File: config.mk
export PLATFORM = sky130hd
export DESIGN_NAME = div_mul_control_sequencer_flat
export DESIGN_NICKNAME = d
export VERILOG_FILES = /design/src/rtl/div_mul_control_sequencer_if.sv /design/src/rtl/div_mul_control_sequencer.sv /design/src/flat_wrapper.sv
export SDC_FILE = /design/constraint.sdc
export NUM_CORES = 1
export LEC_CHECK = 0
export ABC_AREA = 1
export CELL_PAD_IN_SITES_DETAIL_PLACEMENT = 0
export CELL_PAD_IN_SITES_GLOBAL_PLACEMENT = 1
export CORE_MARGIN = 1.5
export CORE_UTILIZATION = 18
export DETAILED_ROUTE_END_ITERATION = 7
export GPL_ROUTABILITY_DRIVEN = 1
export MAX_ROUTING_LAYER = met4
export PLACE_DENSITY = 0.85
export SETUP_SLACK_MARGIN = 0.4
export SYNTH_ARGS = -nofsm -noshare
export SYNTH_HDL_FRONTEND = slang
export SYNTH_SLANG_ARGS = --single-unit
File: constraint.sdc
create_clock -name clk -period 1.4 [get_ports clk]
set_input_delay 0.28 -clock clk [delete_from_list [all_inputs] [get_ports clk]]
set_output_delay 0.28 -clock clk [all_outputs]
set_load 0.1 [all_outputs]
File: src/rtl/div_mul_control_sequencer_if.sv
// ----------------------------------------------------------------------------
// div_mul_control_sequencer_if
// Groups the sequencer's request inputs and datapath control outputs.
//   start, mem_ready, ir : driven by the requester / memory side
//   datapath strobes      : PCout .. HIin, one bit each
//   Rin, Rout             : one-hot register load / bus-drive enables
//   ALUSelection          : ALU operation code (valid in T4 only)
//   busy, done, illegal   : status; done/illegal are one-cycle pulses
// Modports: master drives the requests, slave is the sequencer itself.
// ----------------------------------------------------------------------------
interface div_mul_control_sequencer_if;
    logic        start;
    logic        mem_ready;
    logic [31:0] ir;

    logic        PCout, MARin, IncPC, Zin, ZLOin, PCin, Read, MDRin;
    logic        MDRout, IRin, Yin, Yout, ZLOout, ZHIout, Loin, HIin;
    logic [15:0] Rin;
    logic [15:0] Rout;
    logic [4:0]  ALUSelection;
    logic        busy, done, illegal;

    modport master (
        output start, mem_ready, ir,
        input  PCout, MARin, IncPC, Zin, ZLOin, PCin, Read, MDRin,
        input  MDRout, IRin, Yin, Yout, ZLOout, ZHIout, Loin, HIin,
        input  Rin, Rout, ALUSelection, busy, done, illegal
    );

    modport slave (
        input  start, mem_ready, ir,
        output PCout, MARin, IncPC, Zin, ZLOin, PCin, Read, MDRin,
        output MDRout, IRin, Yin, Yout, ZLOout, ZHIout, Loin, HIin,
        output Rin, Rout, ALUSelection, busy, done, illegal
    );
endinterface

File: src/rtl/div_mul_control_sequencer.sv
// ----------------------------------------------------------------------------
// div_mul_control_sequencer
// Moore sequencer that fetches one instruction and, for MUL/DIV, walks the
// datapath through operand load, ALU operation and LO/HI write-back.
//   clk : rising-edge clock
//   clr : asynchronous active-high reset, forces IDLE (all outputs low)
//   bus : slave side of div_mul_control_sequencer_if (requests in, strobes out)
// Outputs are decoded from the registered state; ir only steers the T3/T4
// register selects and ALU code, so ir must be held stable through T4.
// ----------------------------------------------------------------------------
module div_mul_control_sequencer (
    input  logic                          clk,
    input  logic                          clr,
    div_mul_control_sequencer_if.slave    bus
);
    typedef enum logic [3:0] {
        IDLE, T0, T1, T2, T3, T4, T5, T6, DONE, ILLEGAL
    } state_e;

    localparam logic [4:0] OP_MUL = 5'b00100;
    localparam logic [4:0] OP_DIV = 5'b00101;

    state_e     state_q, state_d;
    logic [4:0] opcode;
    logic [3:0] ra, rb;
    logic       is_muldiv;
    logic       unused_ir_bits;

    assign opcode         = bus.ir[31:27];
    assign ra             = bus.ir[26:23];
    assign rb             = bus.ir[22:19];
    assign unused_ir_bits = ^bus.ir[18:0];
    assign is_muldiv      = (opcode == OP_MUL) || (opcode == OP_DIV);

    always_ff @(posedge clk or posedge clr) begin
        if (clr) state_q <= IDLE;
        else     state_q <= state_d;
    end

    always_comb begin
        state_d          = state_q;
        bus.PCout        = 1'b0;
        bus.MARin        = 1'b0;
        bus.IncPC        = 1'b0;
        bus.Zin          = 1'b0;
        bus.ZLOin        = 1'b0;
        bus.PCin         = 1'b0;
        bus.Read         = 1'b0;
        bus.MDRin        = 1'b0;
        bus.MDRout       = 1'b0;
        bus.IRin         = 1'b0;
        bus.Yin          = 1'b0;
        bus.Yout         = 1'b0;
        bus.ZLOout       = 1'b0;
        bus.ZHIout       = 1'b0;
        bus.Loin         = 1'b0;
        bus.HIin         = 1'b0;
        bus.Rin          = 16'h0000;   // this block never loads a GPR
        bus.Rout         = 16'h0000;
        bus.ALUSelection = 5'b00000;
        bus.done         = 1'b0;
        bus.illegal      = 1'b0;
        bus.busy         = (state_q != IDLE);

        unique case (state_q)
            IDLE: if (bus.start) state_d = T0;
            T0: begin
                // PC -> MAR and PC+1 -> Z in the same cycle
                bus.PCout = 1'b1;
                bus.MARin = 1'b1;
                bus.IncPC = 1'b1;
                bus.Zin   = 1'b1;
                bus.ZLOin = 1'b1;
                state_d   = T1;
            end
            T1: begin
                // strobes stay up for every wait cycle until memory answers
                bus.ZLOout = 1'b1;
                bus.PCin   = 1'b1;
                bus.Read   = 1'b1;
                bus.MDRin  = 1'b1;
                if (bus.mem_ready) state_d = T2;
            end
            T2: begin
                bus.MDRout = 1'b1;
                bus.IRin   = 1'b1;
                state_d    = T3;
            end
            T3: begin
                if (is_muldiv) begin
                    bus.Rout = 16'h0001 << ra;
                    bus.Yin  = 1'b1;
                    state_d  = T4;
                end else begin
                    state_d  = ILLEGAL;
                end
            end
            T4: begin
                bus.Yout         = 1'b1;
                bus.Rout         = 16'h0001 << rb;
                bus.Zin          = 1'b1;
                bus.ZLOin        = 1'b1;
                bus.ALUSelection = opcode;
                state_d          = T5;
            end
            T5: begin
                bus.ZLOout = 1'b1;
                bus.Loin   = 1'b1;
                state_d    = T6;
            end
            T6: begin
                bus.ZHIout = 1'b1;
                bus.HIin   = 1'b1;
                state_d    = DONE;
            end
            DONE: begin
                bus.done = 1'b1;
                state_d  = IDLE;
            end
            ILLEGAL: begin
                bus.illegal = 1'b1;
                state_d     = IDLE;
            end
            default: state_d = IDLE;
        endcase
    end
endmodule
File: src/flat_wrapper.sv
// flat-port wrapper written by rule: the top's interface ports become plain ports
module div_mul_control_sequencer_flat 
  (clk, clr, bus_start, bus_mem_ready, bus_ir, bus_PCout, bus_MARin, bus_IncPC, bus_Zin, bus_ZLOin, bus_PCin, bus_Read, bus_MDRin, bus_MDRout, bus_IRin, bus_Yin, bus_Yout, bus_ZLOout, bus_ZHIout, bus_Loin, bus_HIin, bus_Rin, bus_Rout, bus_ALUSelection, bus_busy, bus_done, bus_illegal);
  div_mul_control_sequencer_if bus_i ();
  input  logic clk;
  input  logic clr;
  input wire logic [$bits(bus_i.start)-1:0] bus_start;
  input wire logic [$bits(bus_i.mem_ready)-1:0] bus_mem_ready;
  input wire logic [$bits(bus_i.ir)-1:0] bus_ir;
  output wire logic [$bits(bus_i.PCout)-1:0] bus_PCout;
  output wire logic [$bits(bus_i.MARin)-1:0] bus_MARin;
  output wire logic [$bits(bus_i.IncPC)-1:0] bus_IncPC;
  output wire logic [$bits(bus_i.Zin)-1:0] bus_Zin;
  output wire logic [$bits(bus_i.ZLOin)-1:0] bus_ZLOin;
  output wire logic [$bits(bus_i.PCin)-1:0] bus_PCin;
  output wire logic [$bits(bus_i.Read)-1:0] bus_Read;
  output wire logic [$bits(bus_i.MDRin)-1:0] bus_MDRin;
  output wire logic [$bits(bus_i.MDRout)-1:0] bus_MDRout;
  output wire logic [$bits(bus_i.IRin)-1:0] bus_IRin;
  output wire logic [$bits(bus_i.Yin)-1:0] bus_Yin;
  output wire logic [$bits(bus_i.Yout)-1:0] bus_Yout;
  output wire logic [$bits(bus_i.ZLOout)-1:0] bus_ZLOout;
  output wire logic [$bits(bus_i.ZHIout)-1:0] bus_ZHIout;
  output wire logic [$bits(bus_i.Loin)-1:0] bus_Loin;
  output wire logic [$bits(bus_i.HIin)-1:0] bus_HIin;
  output wire logic [$bits(bus_i.Rin)-1:0] bus_Rin;
  output wire logic [$bits(bus_i.Rout)-1:0] bus_Rout;
  output wire logic [$bits(bus_i.ALUSelection)-1:0] bus_ALUSelection;
  output wire logic [$bits(bus_i.busy)-1:0] bus_busy;
  output wire logic [$bits(bus_i.done)-1:0] bus_done;
  output wire logic [$bits(bus_i.illegal)-1:0] bus_illegal;
  assign bus_i.start = bus_start;
  assign bus_i.mem_ready = bus_mem_ready;
  assign bus_i.ir = bus_ir;
  assign bus_PCout = bus_i.PCout;
  assign bus_MARin = bus_i.MARin;
  assign bus_IncPC = bus_i.IncPC;
  assign bus_Zin = bus_i.Zin;
  assign bus_ZLOin = bus_i.ZLOin;
  assign bus_PCin = bus_i.PCin;
  assign bus_Read = bus_i.Read;
  assign bus_MDRin = bus_i.MDRin;
  assign bus_MDRout = bus_i.MDRout;
  assign bus_IRin = bus_i.IRin;
  assign bus_Yin = bus_i.Yin;
  assign bus_Yout = bus_i.Yout;
  assign bus_ZLOout = bus_i.ZLOout;
  assign bus_ZHIout = bus_i.ZHIout;
  assign bus_Loin = bus_i.Loin;
  assign bus_HIin = bus_i.HIin;
  assign bus_Rin = bus_i.Rin;
  assign bus_Rout = bus_i.Rout;
  assign bus_ALUSelection = bus_i.ALUSelection;
  assign bus_busy = bus_i.busy;
  assign bus_done = bus_i.done;
  assign bus_illegal = bus_i.illegal;
  div_mul_control_sequencer u_core (.clk(clk), .clr(clr), .bus(bus_i));
endmodule
==> flow_metrics.py, run 1 <==
metrics = {
    "outcome": {
        "status": "finished, violations left",
        "violations": "setup timing",
    },
    "placed_design": {
        "place_congestion": 0.8225,
        "placed_area_um2": 2439,
        "place_hpwl_um": 2890,
        "portBuffers": 56,
    },
    "synthesis": {
        "synth-seq-area-share_pct": 10.58,
        "yosys_warnings": 0,
        "synth_area_um2": 945.9,
        "synth.distinct_cells": 20,
        "synthesis.instances": 164,
        "syn_avg_cell_area_um2": 5.768,
        "ys_ff_latch": 4,
    },
    "critical_path": {
        "crit_type": "in2out",
        "crit_arrival_ps": 1670,
        "worstPathRequired_ps": 1120,
        "endpoint_kind": "output port",
        "critPathLaunchType": "primary input",
        "crit_path_max_fanout": 4,
        "worstRegToRegCells": 11,
    },
    "clock_network": {
        "root_buffer": "clkbuf_8",
        "clockBufferDepth": 2,
        "htreeDepth": 1,
        "insertion_delay_ps": 220,
        "path_clk_slew_ps": 30,
        "numCtsBuffers": 3,
        "cts_tree": "done",
        "cts_sinks": 4,
    },
    "timing": {
        "finalSetupViolCount": 42,
        "layout_setup_ws_ps": -551.7,
        "period_minus_slack_ps": 1952,
        "hold_viol_final": 0,
        "fin_skew_ps": 0.4618,
        "fin_crit_sh_pct": 139.4,
        "fmax_mhz": 512.4,
        "rsz0062_at_grt": "true",
        "slew_violations": 0,
    },
    "finish": {
        "seq_area_um2": 103.9,
        "largest_reg_flops": 4,
        "final_common_cell": "buf_12",
        "final_cell_area_um2": 2856,
        "final_cell_mix": "buf_12, buf_4, nand2_1, nand2_2, nor2_4",
        "fin_nets": 298,
        "fin_util_pct": 56.29,
        "largest_registers": "u_core.state_q x4",
        "regMostFlops": "u_core.state_q",
        "drive_above_1_share_pct": 72.69,
        "antennaDiodeCount": 0,
        "areaGrowthSynthToFinish_pct": 202.0,
        "multi_input_comb_area_um2": 1132,
        "fill_cells": 428,
    },
    "floorplanning": {
        "std_cell_rows": 26,
        "initial_utilization_pct": 18.64,
        "die_width_um": 75.49,
        "die_h_um": 75.49,
        "die_area_um2": 5699,
        "core_um2": 5075,
        "ioPinCount": 92,
    },
    "power": {
        "peakVddDrop_v": 0.001424,
        "leakage_nw": 1.218,
        "switchingPower_mw": 3.019,
        "power.total_mw": 5.042,
        "power.share.combinational_pct": 90.0,
        "power_frac_seq_pct": 5.1,
        "intPower_mw": 2.023,
        "swShare_pct": 59.87,
        "clockPowerShare_pct": 4.9,
        "p_per_area_nw_per_um2": 1765,
    },
    "grt": {
        "first_global_vias": 1255,
        "grt_pass1_wl_um": 5906,
        "grt_max_degree": 9,
        "antenna_found_initial": 0,
        "grt_usage_pct": 14.23,
        "grt_overflow": 0,
    },
    "routing": {
        "drt-vias-per-instance": 4.018,
        "wl_per_cell_um": 11.61,
        "drtIter0Drc": 22,
        "drt.antenna.violating_nets": 0,
        "dr.pass1.iters": 4,
        "num_vias": 1326,
        "drc": 0,
        "routed_wl_um": 3832,
    },
    "worst_hold_path": {
        "min_path_type": "in2async",
    },
    "job": {
        "max-cap-violations": 0,
    },
}
## layout make-up
type	count	share of cell area, %
timing repair buffer	103	49.01
inverter	21	3.198
sequential	4	3.636
tap	70	3.066
clock buffer	3	1.445
multi-input combinational	129	39.64
## worst max-delay path, cell delays in order
cell	delay [ps]
clkdlybuf4s50_1	540
inv_1	160
nor3_2	270
nand2_1	140
o21ai_4	90
buf_12	190
## through the flow
stage	std cells	hold slack, ps	setup slack, ps	setup TNS (ps)
after floorplan	179	45.95	-562.9	-14980
after global placement	311	494.8	-556.6	-10690
after detailed placement	311	506.6	-566.5	-10920
after CTS	324	271.2	-483.9	-15530
after global routing	330	280.6	-612.1	-20250
final	330	262.5	-551.7	-16900
## synthesized netlist by cell type (all sizes together)
| cell type | count | area [µm²] |
|---|---|---|
| dfrtp | 4 | 100.1 |
| inv | 21 | 78.82 |
| buf | 25 | 188.9 |
| o21ai | 12 | 93.84 |
| nor3 | 16 | 80.08 |
| conb | 1 | 3.750 |
| nor2 | 30 | 165.2 |
| nand3 | 5 | 30.03 |
| nand2 | 49 | 198.9 |
| o22ai | 1 | 6.260 |
## cell families (layout without fill, tap and decap cells)
kind of cell,Yosys count,in the layout,synth area share (%)
and+or+nand+nor,100,100,50.13
buffers and inverters,46,127,28.31
AOI/OAI and AO/OA,13,13,10.58
DFF,4,4,10.58
other,1,16,0.3964
## worst paths after layout
kind / startpoint / slack, ps / endpoint
worst max-delay path: bus_ir[20] / -550 / bus_Rout[14]
worst min-delay path: clr / 260 / u_core.state_q[0]
worst max register to register: u_core.state_q[1] / -240 / u_core.state_q[1]
worst min register to register: u_core.state_q[0] / 710 / u_core.state_q[3]
max in group asynchronous: clr / 960 / u_core.state_q[1]
min in group clk: bus_start / 690 / u_core.state_q[0]
## power by group through the flow
stage	Sequential [mW]	Clock, mW	Combinational (mW)
4_1_cts	0.257	0.254	4.32
3_3_place_gp	0.249	0	3.94
2_1_floorplan	0.260	0	2.83
6_report	0.255	0.248	4.54
3_5_place_dp	0.253	0	3.97
5_1_grt	0.266	0.261	4.72
## what timing repair did
| item | CTS | global route |
|---|---|---|
| endpoints found under the setup margin | 44 | 44 |
| hold buffers | 0 | 0 |
| resized for setup | 55 | 18 |
| buffers inserted | 9 | 6 |
| pin swaps | 16 | 6 |
| cloned | 1 | 0 |
## layer usage
metal  track usage (%)  vias to the layer above  share of wire [%]
met5                 -                        -                  0
met4             4.167                        0               0.39
met3             1.852                        2                5.2
met2             27.58                       55                 59
met1             14.81                      605                 35
li1                  -                      664                  -
Note: power is estimated with default switching activity, not from simulation.
==> run 2: changes to the inputs <==
--- a/config.mk
+++ b/config.mk
@@ -12,6 +12,7 @@
 export CORE_UTILIZATION = 18
 export DETAILED_ROUTE_END_ITERATION = 7
 export GPL_ROUTABILITY_DRIVEN = 1
+export HOLD_SLACK_MARGIN = 0.06
 export MAX_ROUTING_LAYER = met4
 export PLACE_DENSITY = 0.85
 export SETUP_SLACK_MARGIN = 0.4
==> results of run 2 <==
No change in the layout: final DEF, timing and power equal those of run 1.
==> run 3: changes to the inputs <==
--- a/config.mk
+++ b/config.mk
@@ -16,6 +16,7 @@
 export MAX_ROUTING_LAYER = met4
 export PLACE_DENSITY = 0.85
 export SETUP_SLACK_MARGIN = 0.4
+export SLEW_MARGIN = 10
 export SYNTH_ARGS = -nofsm -noshare
 export SYNTH_HDL_FRONTEND = slang
 export SYNTH_SLANG_ARGS = --single-unit
==> results of run 3 <==
No change in the layout: final DEF, timing and power equal those of run 1.
